==> config.mk <==
export PLATFORM = sky130hd
export DESIGN_NAME = alu_mdu_unit
export DESIGN_NICKNAME = d
export VERILOG_FILES = /design/src/rtl/alu_mdu_unit.sv
export SDC_FILE = /design/constraint.sdc
export NUM_CORES = 1
export LEC_CHECK = 0
export BUFFER_PORTS_ARGS = -buffer_cell sky130_fd_sc_hd__buf_4
export CAP_MARGIN = 5
export CORE_UTILIZATION = 55
export CTS_CLUSTER_DIAMETER = 30
export CTS_CLUSTER_SIZE = 12
export DETAILED_ROUTE_END_ITERATION = 10
export PLACE_DENSITY = 0.73
export SETUP_SLACK_MARGIN = 0.02
export SYNTH_ARGS = -nofsm -noshare
export SYNTH_HDL_FRONTEND = slang
export SYNTH_SLANG_ARGS = --single-unit
export TNS_END_PERCENT = 100
==> constraint.sdc <==
create_clock -name clk -period 9.04 [get_ports clk]
set_input_delay 2.26 -clock clk [delete_from_list [all_inputs] [get_ports clk]]
set_output_delay 2.26 -clock clk [all_outputs]
set_load 0.02 [all_outputs]
==> src/rtl/alu_mdu_unit.sv <==
// Integer execution unit: single-cycle logic/arith/shift ops plus an iterative
// unsigned multiply/divide unit that writes HI/LO, read back through MFHI/MFLO.
module alu_mdu_unit #(
    parameter int WIDTH   = 32,
    parameter int SHAMT_W = $clog2(WIDTH)
) (
    input  logic             clk,
    input  logic             reset,
    input  logic             in_valid,
    output logic             in_ready,
    input  logic [5:0]       funct,
    input  logic [WIDTH-1:0] dataA,
    input  logic [WIDTH-1:0] dataB,
    output logic             out_valid,
    output logic [WIDTH-1:0] result,
    output logic             div_by_zero,
    output logic             busy
);

    // Handshake: a request transfers on a rising edge where in_valid && in_ready;
    // the requester must hold funct/dataA/dataB stable until then. out_valid is a
    // one-cycle pulse with no back-pressure, one per accepted request.

    localparam logic [5:0] F_SLL   = 6'd0;
    localparam logic [5:0] F_SRL   = 6'd2;
    localparam logic [5:0] F_MFHI  = 6'd16;
    localparam logic [5:0] F_MFLO  = 6'd18;
    localparam logic [5:0] F_MULTU = 6'd25;
    localparam logic [5:0] F_DIVU  = 6'd27;
    localparam logic [5:0] F_ADD   = 6'd32;
    localparam logic [5:0] F_SUB   = 6'd34;
    localparam logic [5:0] F_AND   = 6'd36;
    localparam logic [5:0] F_OR    = 6'd37;
    localparam logic [5:0] F_SLT   = 6'd42;

    typedef enum logic [1:0] {
        IDLE = 2'd0,
        MUL  = 2'd1,
        DIV  = 2'd2,
        DONE = 2'd3
    } state_t;

    state_t             state;
    state_t             state_next;
    logic               ready_q;
    logic [SHAMT_W-1:0] cnt;
    logic [WIDTH-1:0]   hi;
    logic [WIDTH-1:0]   lo;
    logic [WIDTH-1:0]   work_hi;
    logic [WIDTH-1:0]   work_lo;
    logic [WIDTH-1:0]   cand;
    logic               dbz_q;
    logic               accept;
    logic [WIDTH-1:0]   alu_res;
    logic [WIDTH:0]     mul_sum;
    logic [WIDTH:0]     div_shift;
    logic               div_ge;
    logic [WIDTH-1:0]   div_diff;

    // ready_q keeps in_ready low while reset is asserted and for the first edge after.
    assign in_ready = ready_q && (state == IDLE);
    assign busy     = (state != IDLE);
    assign accept   = in_valid && in_ready;

    always_ff @(posedge clk or negedge reset) begin
        if (!reset) begin
            state <= IDLE;
        end else begin
            state <= state_next;
        end
    end

    always_comb begin
        state_next = state;
        case (state)
            IDLE: begin
                if (accept && funct == F_MULTU) begin
                    state_next = MUL;
                end else if (accept && funct == F_DIVU) begin
                    state_next = DIV;
                end
            end
            MUL, DIV: begin
                if (cnt == '0) begin
                    state_next = DONE;
                end
            end
            DONE:    state_next = IDLE;
            default: state_next = IDLE;
        endcase
    end

    always_comb begin
        alu_res = '0;
        case (funct)
            F_AND:  alu_res = dataA & dataB;
            F_OR:   alu_res = dataA | dataB;
            F_ADD:  alu_res = dataA + dataB;
            F_SUB:  alu_res = dataA - dataB;
            F_SLT:  alu_res = {{(WIDTH-1){1'b0}}, ($signed(dataA) < $signed(dataB))};
            F_SLL:  alu_res = dataA << dataB[SHAMT_W-1:0];
            F_SRL:  alu_res = dataA >> dataB[SHAMT_W-1:0];
            F_MFHI: alu_res = hi;
            F_MFLO: alu_res = lo;
            default: alu_res = '0;
        endcase
    end

    // Shift-add multiply: partial product in work_hi, multiplier shifts out of work_lo.
    assign mul_sum = {1'b0, work_hi} + (work_lo[0] ? {1'b0, cand} : '0);

    // Restoring divide: remainder in work_hi, quotient bits shift into work_lo.
    // A zero divisor always subtracts, giving all-ones quotient and remainder = dividend.
    assign div_shift = {work_hi, work_lo[WIDTH-1]};
    assign div_ge    = (div_shift >= {1'b0, cand});
    assign div_diff  = div_shift[WIDTH-1:0] - cand;

    always_ff @(posedge clk or negedge reset) begin
        if (!reset) begin
            ready_q     <= 1'b0;
            cnt         <= '0;
            hi          <= '0;
            lo          <= '0;
            work_hi     <= '0;
            work_lo     <= '0;
            cand        <= '0;
            dbz_q       <= 1'b0;
            result      <= '0;
            out_valid   <= 1'b0;
            div_by_zero <= 1'b0;
        end else begin
            ready_q     <= 1'b1;
            out_valid   <= 1'b0;
            div_by_zero <= 1'b0;
            case (state)
                IDLE: begin
                    if (accept) begin
                        if (funct == F_MULTU) begin
                            work_hi <= '0;
                            work_lo <= dataB;
                            cand    <= dataA;
                            cnt     <= SHAMT_W'(WIDTH - 1);
                            dbz_q   <= 1'b0;
                        end else if (funct == F_DIVU) begin
                            work_hi <= '0;
                            work_lo <= dataA;
                            cand    <= dataB;
                            cnt     <= SHAMT_W'(WIDTH - 1);
                            dbz_q   <= (dataB == '0);
                        end else begin
                            result    <= alu_res;
                            out_valid <= 1'b1;
                        end
                    end
                end
                MUL: begin
                    work_hi <= mul_sum[WIDTH:1];
                    work_lo <= {mul_sum[0], work_lo[WIDTH-1:1]};
                    cnt     <= cnt - SHAMT_W'(1);
                end
                DIV: begin
                    work_hi <= div_ge ? div_diff : div_shift[WIDTH-1:0];
                    work_lo <= {work_lo[WIDTH-2:0], div_ge};
                    cnt     <= cnt - SHAMT_W'(1);
                end
                DONE: begin
                    hi          <= work_hi;
                    lo          <= work_lo;
                    result      <= work_lo;
                    out_valid   <= 1'b1;
                    div_by_zero <= dbz_q;
                end
                default: ;
            endcase
        end
    end

endmodule

==> results.ini <==
[run_status]
status=completed

[sta]
tightest_slew_ns=1.182
tns_ns=0
fin_ws_ns=3.427
rsz0062_at_grt=no
period_needed_ns=5.613
slew_viol_final=0
setup_viol=0
final_hold_viol_count=0
relSlewSlack_pct=20.93
clock.fmax_mhz=178.2
whs_ns=0.4826
period_share_pct=62.09
final.setup_skew_ns=0.05659

[pwr]
power_frac_comb_pct=54.7
p_clk_share_pct=25.3
power_frac_seq_pct=20.0
p_int_mw=4.375
p_switching_mw=3.990
power_mw=8.365
switching_share_pct=47.70
power_density_nw_per_um2=341.6
peakVddDrop_mv=1.525
cellLeakagePower_nw=11.02

[synthesis]
yosys_warnings=0
ys_types=96
synth_area_per_cell_um2=7.904
syn-num-nets=2965
async_flop_share_pct=100.0
synth_top_area_cell=dfrtp_1
synth_edf_count=0
synth_cells=2718
seq_area_frac_synth_pct=23.65
yosys-top-cells-area=dfrtp_1 (24%), ha_1 (9.9%), o21ai_0 (5.4%)
syn_area_um2=21480
yosys.area.top_type_share_pct=23.65
ys.flop_type=dfrtp_1
ys_ff_latch=203

[route]
routedWlPerCell_um=29.30
drc=0
vias_per_cell=7.173
wl_met1_um=36800
top_layer_used=met5
wirelength_um=96190
vias=23550
antenna_left=0
wl_met3_um=13160
wl_met2_um=40930
drt_iter0_drc=3065
drtPass1Iterations=8

[layout]
post-route-util_pct=63.50
layout_common_cells=nor2_1 (259), nand2_1 (247), o21ai_0 (230)
nFillCells=3313
fin_cells=3283
final_common_cell=nor2_1
design_area_um2=24480
layout-drive-gt1-share_pct=13.35
syn2layout_area_growth_pct=13.97
final_nets=2967

[min_path]
hold_depth=2
hp-class=register to register
min_from=result[10]$_DFFE_PN0P_
hold_path_end=result[10]$_DFFE_PN0P_

[placed_design]
io_buffer_count=108
gp_congestion=1.053
place_area_um2=22510
pre_cts_ws_ns=2.969
placed_cells=3182
place_hpwl_um=68990

[clock_tree]
clk_latency_ns=0.65
cts_tree=built
cts_setup_buffers=0
ctsHtreeMaxLevel=2
cts_sinks=203
cts_hold_buf=0
root_buffer=clkbuf_16
path_clk_slew_ns=0.04
clock_path_buffers=3
cts_resized=0
cts_buffers=54

[die]
initial_core_util_pct=55.72
die_w_um=199.6
row_count=72
die_area_um2=39850
io-pin-count=109
chipHeight_um=199.6
core_area_um2=38560

[worst_setup_path]
cp.buffers_inverters=2
max_stage_delay_ns=0.54
rrSetupSlack_ns=4.29
worstPathArrival_ns=6.13
cp-end-kind=register
cp_top_family=compound AO/OA/AOI/OAI gates
critPathRequiredTime_ns=9.55
crit_path_top_delay_cell=ha_1
r2r-end=work_hi[29]$_DFFE_PN0P_
path_max_fanout=50
criticalPathCategory=primary input to register
r2r_start=work_lo[0]$_DFFE_PN0P_
path_cells=buf_4 > inv_1 > ha_1 > nand2b_1 > a21oi_1 > o31ai_2 > a31oi_1 > o41ai_1 > o31a_1 > a221oi_1 > a21oi_1 > o21ai_0 > a31oi_1
cp-start-kind=primary input
reg2reg_depth=15

[flow_run]
maxCapViolCount=0

[global_routing]
grt_max_degree=86
grt_pass1_vias=22680
grt.overflow.total=0
grt_usage_pct=48.29
grt_pass1_wl_um=142600
antenna_found_initial=3

==> synth_stat cells (55+ instances only) <==
master	instances
mux2_2	55
mux2i_1	89
nand2_1	248
nor2_1	263
dfrtp_1	203
a21oi_1	209
inv_1	159
o21ai_0	231
a221oi_1	70
ha_1	170
clkbuf_1	146
a21o_1	58
==> cell type report <==
class | count | area [um2] | share of cell area [%]
multi-input combinational | 2156 | 15090 | 61.63
sequential | 203 | 5080 | 20.75
clock buffer | 63 | 1435 | 5.861
timing repair buffer | 143 | 1081 | 4.415
tap | 518 | 648.1 | 2.647
inverter | 162 | 608.1 | 2.484
clock inverter | 37 | 540.5 | 2.208
antenna | 1 | 2.502 | 0.01022
==> how the worst max path moves through the flow <==
| stage | end | cells after the start | startpoint | slack [ns] |
|---|---|---|---|---|
| 3_5_place_dp | result[17]$_DFFE_PN0P_ | 13 | dataB[3] | 2.97 |
| 5_1_grt | result[17]$_DFFE_PN0P_ | 13 | dataB[3] | 3.23 |
| 4_1_cts | result[17]$_DFFE_PN0P_ | 13 | dataB[3] | 3.57 |
| 6_report | result[17]$_DFFE_PN0P_ | 13 | dataB[3] | 3.43 |
| 2_1_floorplan | result[16]$_DFFE_PN0P_ | 15 | dataB[2] | 3.38 |
| 3_3_place_gp | result[17]$_DFFE_PN0P_ | 13 | dataB[3] | 3.01 |
==> registers in the layout, summed over array words and instances (netlist names) <==
name         cells
cand            32
hi              32
lo              32
result          32
work_hi         32
work_lo         32
cnt              5
state            2
dbz_q            1
div_by_zero      1
out_valid        1
ready_q          1
==> power groups by stage <==
stage	clock network (mW)	registers, mW	logic [mW]
after floorplan	0	1.51	3.14
after global placement	0	1.61	4.29
after detailed placement	0	1.63	4.40
after CTS	2.11	1.63	4.45
after global routing	2.16	1.68	4.92
final	2.12	1.67	4.58
==> routing by layer <==
layer,vias to the layer above,global-route usage (%)
li1,10060,-
met1,11290,63.24
met2,1826,71.88
met3,370,14.50
met4,4,24.14
met5,-,0
==> tightest hold or removal path: stages, from the launching register on <==
cell and delay [ns]:
dfrtp_1 0.34, nand2_1 0.05, o21ai_0 0.06
==> kinds of logic after synthesis <==
| group | share of synthesized area (%) |
|---|---|
| multiplexers | 11.01 |
| AND/OR/NAND/NOR | 16.91 |
| buffers and inverters | 6.540 |
| adder cells (fa/ha/maj) | 10.27 |
| AO/OA/AOI/OAI | 29.07 |
| flip-flops | 23.65 |
| XOR/XNOR | 2.528 |
| other | 0.01746 |
Note: power is estimated with default switching activity, not from simulation.
